$ cat config.mk
export PLATFORM = sky130hd
export DESIGN_NAME = alu_share_arbiter
export DESIGN_NICKNAME = d
export VERILOG_FILES = /design/src/rtl/alu_share_pkg.sv /design/src/rtl/alu_share_arbiter_rr_arb2.sv /design/src/rtl/alu_share_arbiter.sv
export SDC_FILE = /design/constraint.sdc
export NUM_CORES = 1
export LEC_CHECK = 0
export BUFFER_PORTS_ARGS = -buffer_cell sky130_fd_sc_hd__buf_2
export CORE_MARGIN = 8
export CORE_UTILIZATION = 40
export CTS_CLUSTER_SIZE = 24
export DETAILED_ROUTE_END_ITERATION = 8
export GPL_ROUTABILITY_DRIVEN = 0
export MAX_ROUTING_LAYER = met4
export PLACE_DENSITY = 0.75
export REMOVE_ABC_BUFFERS = 1
export SYNTH_ARGS = -nofsm -noshare
export SYNTH_HDL_FRONTEND = slang
export SYNTH_SLANG_ARGS = --single-unit
$ cat constraint.sdc
create_clock -name clk -period 3.6 [get_ports clk]
set_input_delay 0 -clock clk [delete_from_list [all_inputs] [get_ports clk]]
set_output_delay 0 -clock clk [all_outputs]
set_load 0.02 [all_outputs]
$ cat src/rtl/alu_share_pkg.sv
// Shared definitions for the two-port ALU sharing arbiter.
package alu_share_pkg;

   typedef enum logic [1:0] {
      S_IDLE = 2'd0,
      S_EXEC = 2'd1,
      S_RESP = 2'd2
   } state_e;

   localparam logic [2:0] OP_ADD = 3'b000;
   localparam logic [2:0] OP_OR  = 3'b010;
   localparam logic [2:0] OP_SUB = 3'b100;
   localparam logic [2:0] OP_SLT = 3'b110;

   localparam int NREQ = 2;

endpackage

$ cat src/rtl/alu_share_arbiter_rr_arb2.sv
// Two-input round-robin grant. Purely combinational; the pointer
// register lives in the parent so it only moves on an accepted request.
module rr_arb2
   import alu_share_pkg::*;
(
   input  logic [NREQ-1:0] req_i,
   input  logic            rr_ptr_i,
   output logic [NREQ-1:0] gnt_o,
   output logic            gnt_id_o
);

   // Pointer breaks ties; a lone requester wins outright.
   always_comb begin
      gnt_id_o = 1'b0;
      gnt_o    = '0;
      if (req_i == 2'b11) begin
         gnt_id_o = rr_ptr_i;
      end else if (req_i[1]) begin
         gnt_id_o = 1'b1;
      end
      if (req_i != '0) begin
         gnt_o = gnt_id_o ? 2'b10 : 2'b01;
      end
   end

endmodule

$ cat src/rtl/alu_share_arbiter.sv
// Shares one external combinational ALU between two requesters. Operands
// are registered for a full execute cycle and the result is registered
// and held until the addressed requester accepts it.
module alu_share_arbiter
   import alu_share_pkg::*;
#(
   parameter int WIDTH    = 32,
   parameter int HOLD_OPS = 1
) (
   input  logic             clk,
   input  logic             rst_n,
   input  logic [1:0]       req_valid,
   output logic [1:0]       req_ready,
   input  logic [2:0]       req_op0,
   input  logic [2:0]       req_op1,
   input  logic [WIDTH-1:0] req_a0,
   input  logic [WIDTH-1:0] req_b0,
   input  logic [WIDTH-1:0] req_a1,
   input  logic [WIDTH-1:0] req_b1,
   output logic [1:0]       resp_valid,
   input  logic [1:0]       resp_ready,
   output logic [WIDTH-1:0] resp_data,
   output logic             resp_zero,
   output logic             resp_id,
   output logic [2:0]       alu_ctr,
   output logic [WIDTH-1:0] alu_rs,
   output logic [WIDTH-1:0] alu_rt,
   input  logic [WIDTH-1:0] alu_out,
   input  logic             alu_zero,
   output logic             busy
);

   state_e           state_q, state_d;
   logic             rr_ptr_q;
   logic [2:0]       ctr_q;
   logic [WIDTH-1:0] rs_q, rt_q;
   logic [WIDTH-1:0] resp_data_q;
   logic             resp_zero_q;
   logic             resp_id_q;
   logic [1:0]       resp_valid_q;
   logic [1:0]       gnt;
   logic             gnt_id;
   logic             accept;

   rr_arb2 u_arb (
      .req_i    (req_valid),
      .rr_ptr_i (rr_ptr_q),
      .gnt_o    (gnt),
      .gnt_id_o (gnt_id)
   );

   assign accept = (state_q == S_IDLE) && (req_valid != 2'b00);

   // State register.
   always_ff @(posedge clk or negedge rst_n) begin
      if (!rst_n) begin
         state_q <= S_IDLE;
      end else begin
         state_q <= state_d;
      end
   end

   // Next state: idle until a request, one execute cycle, then hold the
   // response until the addressed port takes it.
   always_comb begin
      state_d = state_q;
      case (state_q)
         S_IDLE:  if (req_valid != 2'b00) state_d = S_EXEC;
         S_EXEC:  state_d = S_RESP;
         S_RESP:  if (resp_ready[resp_id_q]) state_d = S_IDLE;
         default: state_d = S_IDLE;
      endcase
   end

   // Outputs: ready only while idle; ALU inputs optionally gated to zero
   // outside the execute cycle to avoid needless toggling in the ALU.
   always_comb begin
      req_ready = (state_q == S_IDLE) ? gnt : 2'b00;
      busy      = (state_q != S_IDLE);
      alu_ctr   = ctr_q;
      alu_rs    = rs_q;
      alu_rt    = rt_q;
      if ((HOLD_OPS == 0) && (state_q != S_EXEC)) begin
         alu_ctr = '0;
         alu_rs  = '0;
         alu_rt  = '0;
      end
   end

   // Operand latch on grant, result capture after execute, response clear
   // on accept by the addressed port.
   always_ff @(posedge clk or negedge rst_n) begin
      if (!rst_n) begin
         rr_ptr_q     <= 1'b0;
         ctr_q        <= '0;
         rs_q         <= '0;
         rt_q         <= '0;
         resp_id_q    <= 1'b0;
         resp_data_q  <= '0;
         resp_zero_q  <= 1'b0;
         resp_valid_q <= 2'b00;
      end else begin
         if (accept) begin
            ctr_q     <= gnt_id ? req_op1 : req_op0;
            rs_q      <= gnt_id ? req_a1 : req_a0;
            rt_q      <= gnt_id ? req_b1 : req_b0;
            resp_id_q <= gnt_id;
            rr_ptr_q  <= ~gnt_id;
         end
         if (state_q == S_EXEC) begin
            resp_data_q  <= alu_out;
            resp_zero_q  <= alu_zero;
            resp_valid_q <= resp_id_q ? 2'b10 : 2'b01;
         end
         if ((state_q == S_RESP) && resp_ready[resp_id_q]) begin
            resp_valid_q <= 2'b00;
         end
      end
   end

   assign resp_valid = resp_valid_q;
   assign resp_data  = resp_data_q;
   assign resp_zero  = resp_zero_q;
   assign resp_id    = resp_id_q;

endmodule

==> results.toml, run 1 <==
[clocking]
cts_resized = 0
post_cts_buffers = 0
htreeDepth = 3
clkSinkCount = 106
cts-root-buf = "clkbuf_16"
ctsLongestPathBuffers = 2
cts_hold_repair.buffers = 158
numCtsBuffers = 9

[floorplanning]
rows = 39
start_util_pct = 40.9
die_y_um = 124
die_x_um = 124
io_pins = 279

[status]
status = "did not finish"
error_message = "[ERROR RSZ-0060] Max buffer count reached."
stop_stage = "clock tree synthesis (4_1_cts)"

[logic_synthesis]
ys_ff_latch = 106
syn_avg_cell_area_um2 = 12.5
syn_area_um2 = 4670
ys_warn_count = 0
ys_types = 28
syn_inst = 375
seq_area_frac_synth_pct = 56.7

[placement]
io_buffers = 278
dp_hpwl_mm = 11.4
pre_cts_ws_ps = 1320
==> Yosys cell counts <==
master / number / area share (%)
nand3_1: 18 / 1.9
clkbuf_1: 11 / 0.88
or2_1: 1 / 0.13
mux2i_1: 1 / 0.21
nand2_2: 1 / 0.13
a21oi_1: 22 / 2.4
a21boi_1: 2 / 0.32
buf_2: 17 / 1.8
inv_1: 3 / 0.24
a221o_1: 49 / 10
a31oi_1: 18 / 2.4
buf_6: 6 / 1.4
mux2_1: 33 / 7.9
nor2b_1: 1 / 0.13
nand2b_1: 2 / 0.27
a21boi_0: 47 / 7.5
a311oi_1: 2 / 0.37
and3_4: 1 / 0.24
nand3b_1: 2 / 0.32
a21o_1: 2 / 0.32
dfrtp_1: 106 / 57
nor2_4: 1 / 0.24
inv_2: 2 / 0.16
buf_4: 4 / 0.64
o21ai_0: 18 / 1.9
nor3_4: 1 / 0.35
nand2_1: 3 / 0.24
and2b_1: 1 / 0.16
==> metrics by stage <==
step,instances,area (um2)
after detailed placement,764,6070
after global placement,764,6070
after floorplan,337,4450
==> cell families after synthesis <==
kind of cell	Yosys count	synth area share, %
AO/OA/AOI/OAI	160	25.7
buffers and inverters	43	5.19
flip-flops	106	56.7
multiplexers	34	8.16
AND/OR/NAND/NOR	32	4.15
==> inputs of run 2 (changes only) <==
--- a/config.mk
+++ b/config.mk
@@ -7,12 +7,10 @@
 export LEC_CHECK = 0
 export BUFFER_PORTS_ARGS = -buffer_cell sky130_fd_sc_hd__buf_2
 export CORE_MARGIN = 8
-export CORE_UTILIZATION = 40
-export CTS_CLUSTER_SIZE = 24
+export CORE_UTILIZATION = 25
 export DETAILED_ROUTE_END_ITERATION = 8
 export GPL_ROUTABILITY_DRIVEN = 0
-export MAX_ROUTING_LAYER = met4
-export PLACE_DENSITY = 0.75
+export PLACE_DENSITY_LB_ADDON = 0.15
 export REMOVE_ABC_BUFFERS = 1
 export SYNTH_ARGS = -nofsm -noshare
 export SYNTH_HDL_FRONTEND = slang
==> run 2 against run 1 <==
The flow now finishes without violations. Area after synthesis stayed put. Synthesized cell count unchanged.
==> results.toml, run 2 <==
[status]
status = "completed"

[cells_and_area]
final_cell_mix = "buf_2, dlygate4sd3_1, dfrtp_1, a221o_1, a21boi_0"
nFillCells = 1750
drive_above_1_share_pct = 38.1
areaGrowthSynthToFinish_pct = 75.8
stdcell_area_um2 = 8220
multi_input_area_um2 = 1780
layout_commonest_cell = "buf_2"
final_nets = 977
seq_area_um2 = 2650

[setup_path]
reg2reg_to = "alu_rs[19]$_DFFE_PN0P_"
start_kind = "flip-flop"
worstSetupStartpoint = "state_q[1]$_DFFE_PN0P_"
reg2reg_depth = 6
path_buf_inv = 3
cp.arrival_ps = 2830
crit_path_end_kind = "flip-flop"
crit_type = "flip-flop to flip-flop"
rrSetupSlack_ps = 1000
crit_slowest_cell = "dlygate4sd3_1"
critPathTopFamily = "buffers and inverters"
worstPathMaxFanout = 68
critical_path.max_stage_delay_ps = 590
crit_chain = "nor2_4 > buf_4 > nand2_1 > inv_2 > a31oi_1 > dlygate4sd3_1"
r2r_start = "state_q[1]$_DFFE_PN0P_"
crit_required_ps = 3830

[logic_synthesis]
syn_avg_cell_area_um2 = 12.5
ys_types = 28
syn_area_um2 = 4670
synth_top_area_share_pct = 56.7
seq_area_frac_synth_pct = 56.7
ys_warn_count = 0
async_reset_ff_share_pct = 100
synth_edf_count = 0
syn_inst = 375
ys.flop_type = "dfrtp_1"
yosysTopAreaCell = "dfrtp_1"
synth.most_common_cell = "dfrtp_1"
yosys-top-cells-area = "dfrtp_1, a221o_1, mux2_1, a21boi_0, a31oi_1"
ys_ff_latch = 106
synth.top_cells.by_count = "dfrtp_1, a221o_1, a21boi_0"

[route]
dr_total_vias = 4900
ant_nets = 0
wl_per_cell_um = 17.7
wl_mm = 18.5
remaining_drc_errors = 0
vias_per_cell = 4.69
drt-pass1-iter-count = 4
first_iter_violations = 152

[min_path]
hold_class = "primary input to async pin"

[clocking]
post_cts_buffers = 0
htreeDepth = 3
numCtsBuffers = 9
clk_pin_slew_worst_paths_ps = 80
cts_hold_repair.buffers = 171
ctsLongestPathBuffers = 2
tritoncts = "built"
cts_resized = 0
clk_latency_ps = 350
cts-root-buf = "clkbuf_16"
clkSinkCount = 106

[power]
clkPwrFrac_pct = 14.5
p_switching_uw = 2790
p_int_uw = 4150
p_leak_uw = 0.00390
total_power_uw = 6940
pwr-share-comb_pct = 54.8
seqPwrFrac_pct = 30.7
ir_worst_vdd_v = 0.000364
power_switching_share_pct = 40.2
powerDensity_nw_per_um2 = 845

[timing]
period_needed_ps = 2600
maxSlewViolCount = 0
clock_skew_ps = 8.04
hold_violations = 0
fin_setup_tns_ps = 0
clock.fmax_ghz = 0.384
min_period_over_period_pct = 72.3
rsz0062_at_grt = "false"
setup_slack_ps = 997
worstMarginPinSlew_ps = 745
setup_viol = 0
slew_headroom_pct = 50.4

[placement]
pre_cts_ws_ps = 1550
dpl_cell_area_um2 = 6200
io_buffers = 278
dp_hpwl_mm = 12.5

[grt]
grt_pass1_vias = 5564
grt_max_degree = 69
track_usage_pct = 15.6
antenna_found_initial = 2
grt_pass1_wl_mm = 29.4
grt_overflow_total = 0

[floorplanning]
io_pins = 279
die_y_um = 153
rows = 50
start_util_pct = 25.2
die_x_um = 153
die_area_um2 = 23300
coreArea_um2 = 18500

[flow_run]
cap_viol_max_count = 0
==> run 2: cell families after synthesis <==
logic type	after synthesis	synth area share (%)
AOI/OAI and AO/OA	160	25.7
buffers and inverters	43	5.19
DFF	106	56.7
muxes	34	8.16
and+or+nand+nor	32	4.15
==> run 2: worst max-delay path by stage <==
stage / endpoint / slack, ps / cells past startpoint
floorplan: alu_ctr[0]$_DFFE_PN0P_ / 780 / 4
detailed placement: alu_rs[16]$_DFFE_PN0P_ / 1550 / 5
global placement: alu_ctr[1]$_DFFE_PN0P_ / 1600 / 5
CTS: alu_rs[24]$_DFFE_PN0P_ / 990 / 6
global route: alu_rs[19]$_DFFE_PN0P_ / 800 / 6
finish: alu_rs[19]$_DFFE_PN0P_ / 1000 / 6
==> run 2: final cells by class <==
class	count	share of cell area [%]
Clock inverter	7	0.929
Antenna cell	1	0.0305
Tap cell	234	3.56
Multi-Input combinational cell	226	21.7
Sequential cell	106	32.3
Clock buffer	9	2.74
Inverter	5	0.228
Timing Repair Buffer	456	38.6
==> run 2: metal layers <==
metal	up-vias	share of wire, %	global-route usage [%]
met3	29	7.7	5.36
li1	2294	-	-
met1	2338	42	18.1
met4	2	2.3	5.70
met2	237	48	26.3
met5	-	0.070	0
==> run 2: worst min-delay path: stages <==
cell	delay (ps)
dlygate4sd3_1	530
buf_4	120
buf_4	510
==> run 2: power by group through the flow <==
| stage | sequential [uW] | clock [uW] | combinational (uW) |
|---|---|---|---|
| floorplan | 2820 | 0 | 1160 |
| global placement | 2140 | 0 | 3030 |
| detailed placement | 2140 | 0 | 3070 |
| CTS | 2130 | 1050 | 3820 |
| global route | 2210 | 1100 | 4100 |
| finish | 2130 | 1000 | 3800 |
==> run 2: through the flow <==
step	cells	utilization, %	hold WS [ps]
floorplan	337	-	-296
CTS	1043	44.4	332
detailed placement	856	33.5	-196
global placement	856	33.5	-198
finish	1044	44.4	348
global route	1044	44.4	397
No activity file was read; power rests on OpenSTA's default activity.
==> inputs of run 3 (changes only) <==
==> constraint.sdc (replaced) <==
create_clock -name clk -period 2.7 [get_ports clk]
set_input_delay 0 -clock clk [delete_from_list [all_inputs] [get_ports clk]]
set_output_delay 0 -clock clk [all_outputs]
set_load 0.02 [all_outputs]
==> run 3 against run 2 <==
Flip-flop and latch count stayed put. Routed wire length grew 0.17%. Via count increased by 0.24%. Largest power group unchanged. Clock skew is 2.0 ps higher. Critical endpoint is now alu_rs[10]$_DFFE_PN0P_. Non-clock buffer count rose by 4. Sequential share of layout area decreased by 0.16 points. Final area grew 0.50%. Cell count is 0.48% higher. Sequential power rose by 33%. Power grew 34%. Clock power increased by 39%.
==> results.toml, run 3 (synthesis results as in run 2) <==
[clocking]
clkSinkCount = 106
tritoncts = "built"
clk_pin_slew_worst_paths_ps = 70
htreeDepth = 3
cts-root-buf = "clkbuf_16"
numCtsBuffers = 9
ctsLongestPathBuffers = 2
cts_resized = 0
clk_latency_ps = 350

[grt]
grt_max_degree = 53
grt_pass1_vias = 5572
track_usage_pct = 15.8
antenna_found_initial = 2
grt_overflow_total = 0
grt_pass1_wl_mm = 30.0

[setup_path]
start_kind = "flip-flop"
critical_path.max_stage_delay_ps = 590
crit_required_ps = 2930
crit_type = "flip-flop to flip-flop"
worstPathMaxFanout = 43
crit_path_end_kind = "flip-flop"
crit_chain = "nor2_4 > buf_4 > nand2_1 > inv_2 > a31oi_1 > dlygate4sd3_1"
crit_slowest_cell = "dlygate4sd3_1"
cp.arrival_ps = 2660

[floorplanning]
die_x_um = 153
die_area_um2 = 23300
coreArea_um2 = 18500
rows = 50
io_pins = 279
die_y_um = 153
start_util_pct = 25.2

[power]
ir_worst_vdd_v = 0.000467
p_leak_uw = 0.00392
total_power_uw = 9310
powerDensity_nw_per_um2 = 1130

[timing]
slew_headroom_pct = 49.9
hold_violations = 0
maxSlewViolCount = 0
rsz0062_at_grt = "false"
clock.fmax_ghz = 0.411
min_period_over_period_pct = 90.0
period_needed_ps = 2430
setup_viol = 0
clock_skew_ps = 10.0
setup_slack_ps = 269
worstMarginPinSlew_ps = 752
fin_setup_tns_ps = 0

[cells_and_area]
final_cell_mix = "buf_2, dlygate4sd3_1, dfrtp_1, a221o_1, a21boi_0"
final_nets = 981
drive_above_1_share_pct = 38.5
final_core_util_pct = 44.6
areaGrowthSynthToFinish_pct = 76.7
layout_commonest_cell = "buf_2"

[route]
wl_per_cell_um = 17.6
remaining_drc_errors = 0
wl_mm = 18.5
first_iter_violations = 180
vias_per_cell = 4.68
dr_total_vias = 4912
ant_nets = 0
drt-pass1-iter-count = 4

[placement]
io_buffers = 278
dp_hpwl_mm = 12.7
pre_cts_ws_ps = 833

[flow_run]
cap_viol_max_count = 0

[min_path]
hold_class = "primary input to async pin"

[status]
status = "completed"
[run 3: cell count changes in the layout (fill, tap and decap cells not counted), sizes merged]
cell         delta
clkbuf          +1
dlygate4sd3     -1
buf             +5
diode           +1
inv             -1
[run 3: worst paths after layout]
check | slack, ps | start | endpoint | cells past startpoint
worst max-delay path | 270 | state_q[1]$_DFFE_PN0P_ | alu_rs[10]$_DFFE_PN0P_ | 6
worst min-delay path | 120 | rst_n | resp_data[19]$_DFFE_PN0N_ | 2
worst max register to register | 270 | state_q[1]$_DFFE_PN0P_ | alu_rs[10]$_DFFE_PN0P_ | 6
worst min register to register | 480 | resp_data[13]$_DFFE_PN0N_ | resp_data[13]$_DFFE_PN0N_ | 1
max in group asynchronous | 1840 | rst_n | alu_rt[14]$_DFFE_PN0P_ | 3
min in group clk | 400 | alu_out[14] | resp_data[14]$_DFFE_PN0N_ | 3
[run 3: power breakdown]
group          internal, uW  switching [uW]  leakage (uW)
combinational          2430            2670       0.00251
clock                   757             628      0.000147
sequential             2390             440       0.00126
[run 3: area by class of cell]
cell class | instances | area, um2
repair buffers | 460 | 3200
clock inverters | 6 | 73.8
diodes | 2 | 5.00
clock buffers | 10 | 239
inverters | 5 | 18.8
multi-input cells | 226 | 1780
fillers | 1761 | 10300
well taps | 234 | 293
flip-flops and latches | 106 | 2650
[run 3: worst max-delay path: cells and delay by family (launching register included)]
family / cells / cell delay (ps)
AO/OA/AOI/OAI: 1 / 150
buffers and inverters: 3 / 1340
flip-flops: 1 / 450
AND/OR/NAND/NOR: 2 / 380
[run 3: through the flow]
step           cells  cell area, um2  hold WS, ps
2_1_floorplan    337            4450         -296
3_3_place_gp     861            6240        -62.5
3_5_place_dp     861            6240        -57.5
4_1_cts         1047            8250          106
5_1_grt         1049            8260          146
6_report        1049            8260          116
[run 3: per-layer routing]
metal | track usage, % | share of wire, % | wire [um]
met5 | 0 | 0 | 0
met4 | 5.47 | 1.8 | 342
met3 | 5.05 | 7.7 | 1430
met2 | 25.7 | 46 | 8590
met1 | 19.4 | 44 | 8140
[run 3: timing repair]
item,in CTS,in global routing
hold buffers,170,0
endpoints found under the hold margin,179,0
setup buffers,0,0
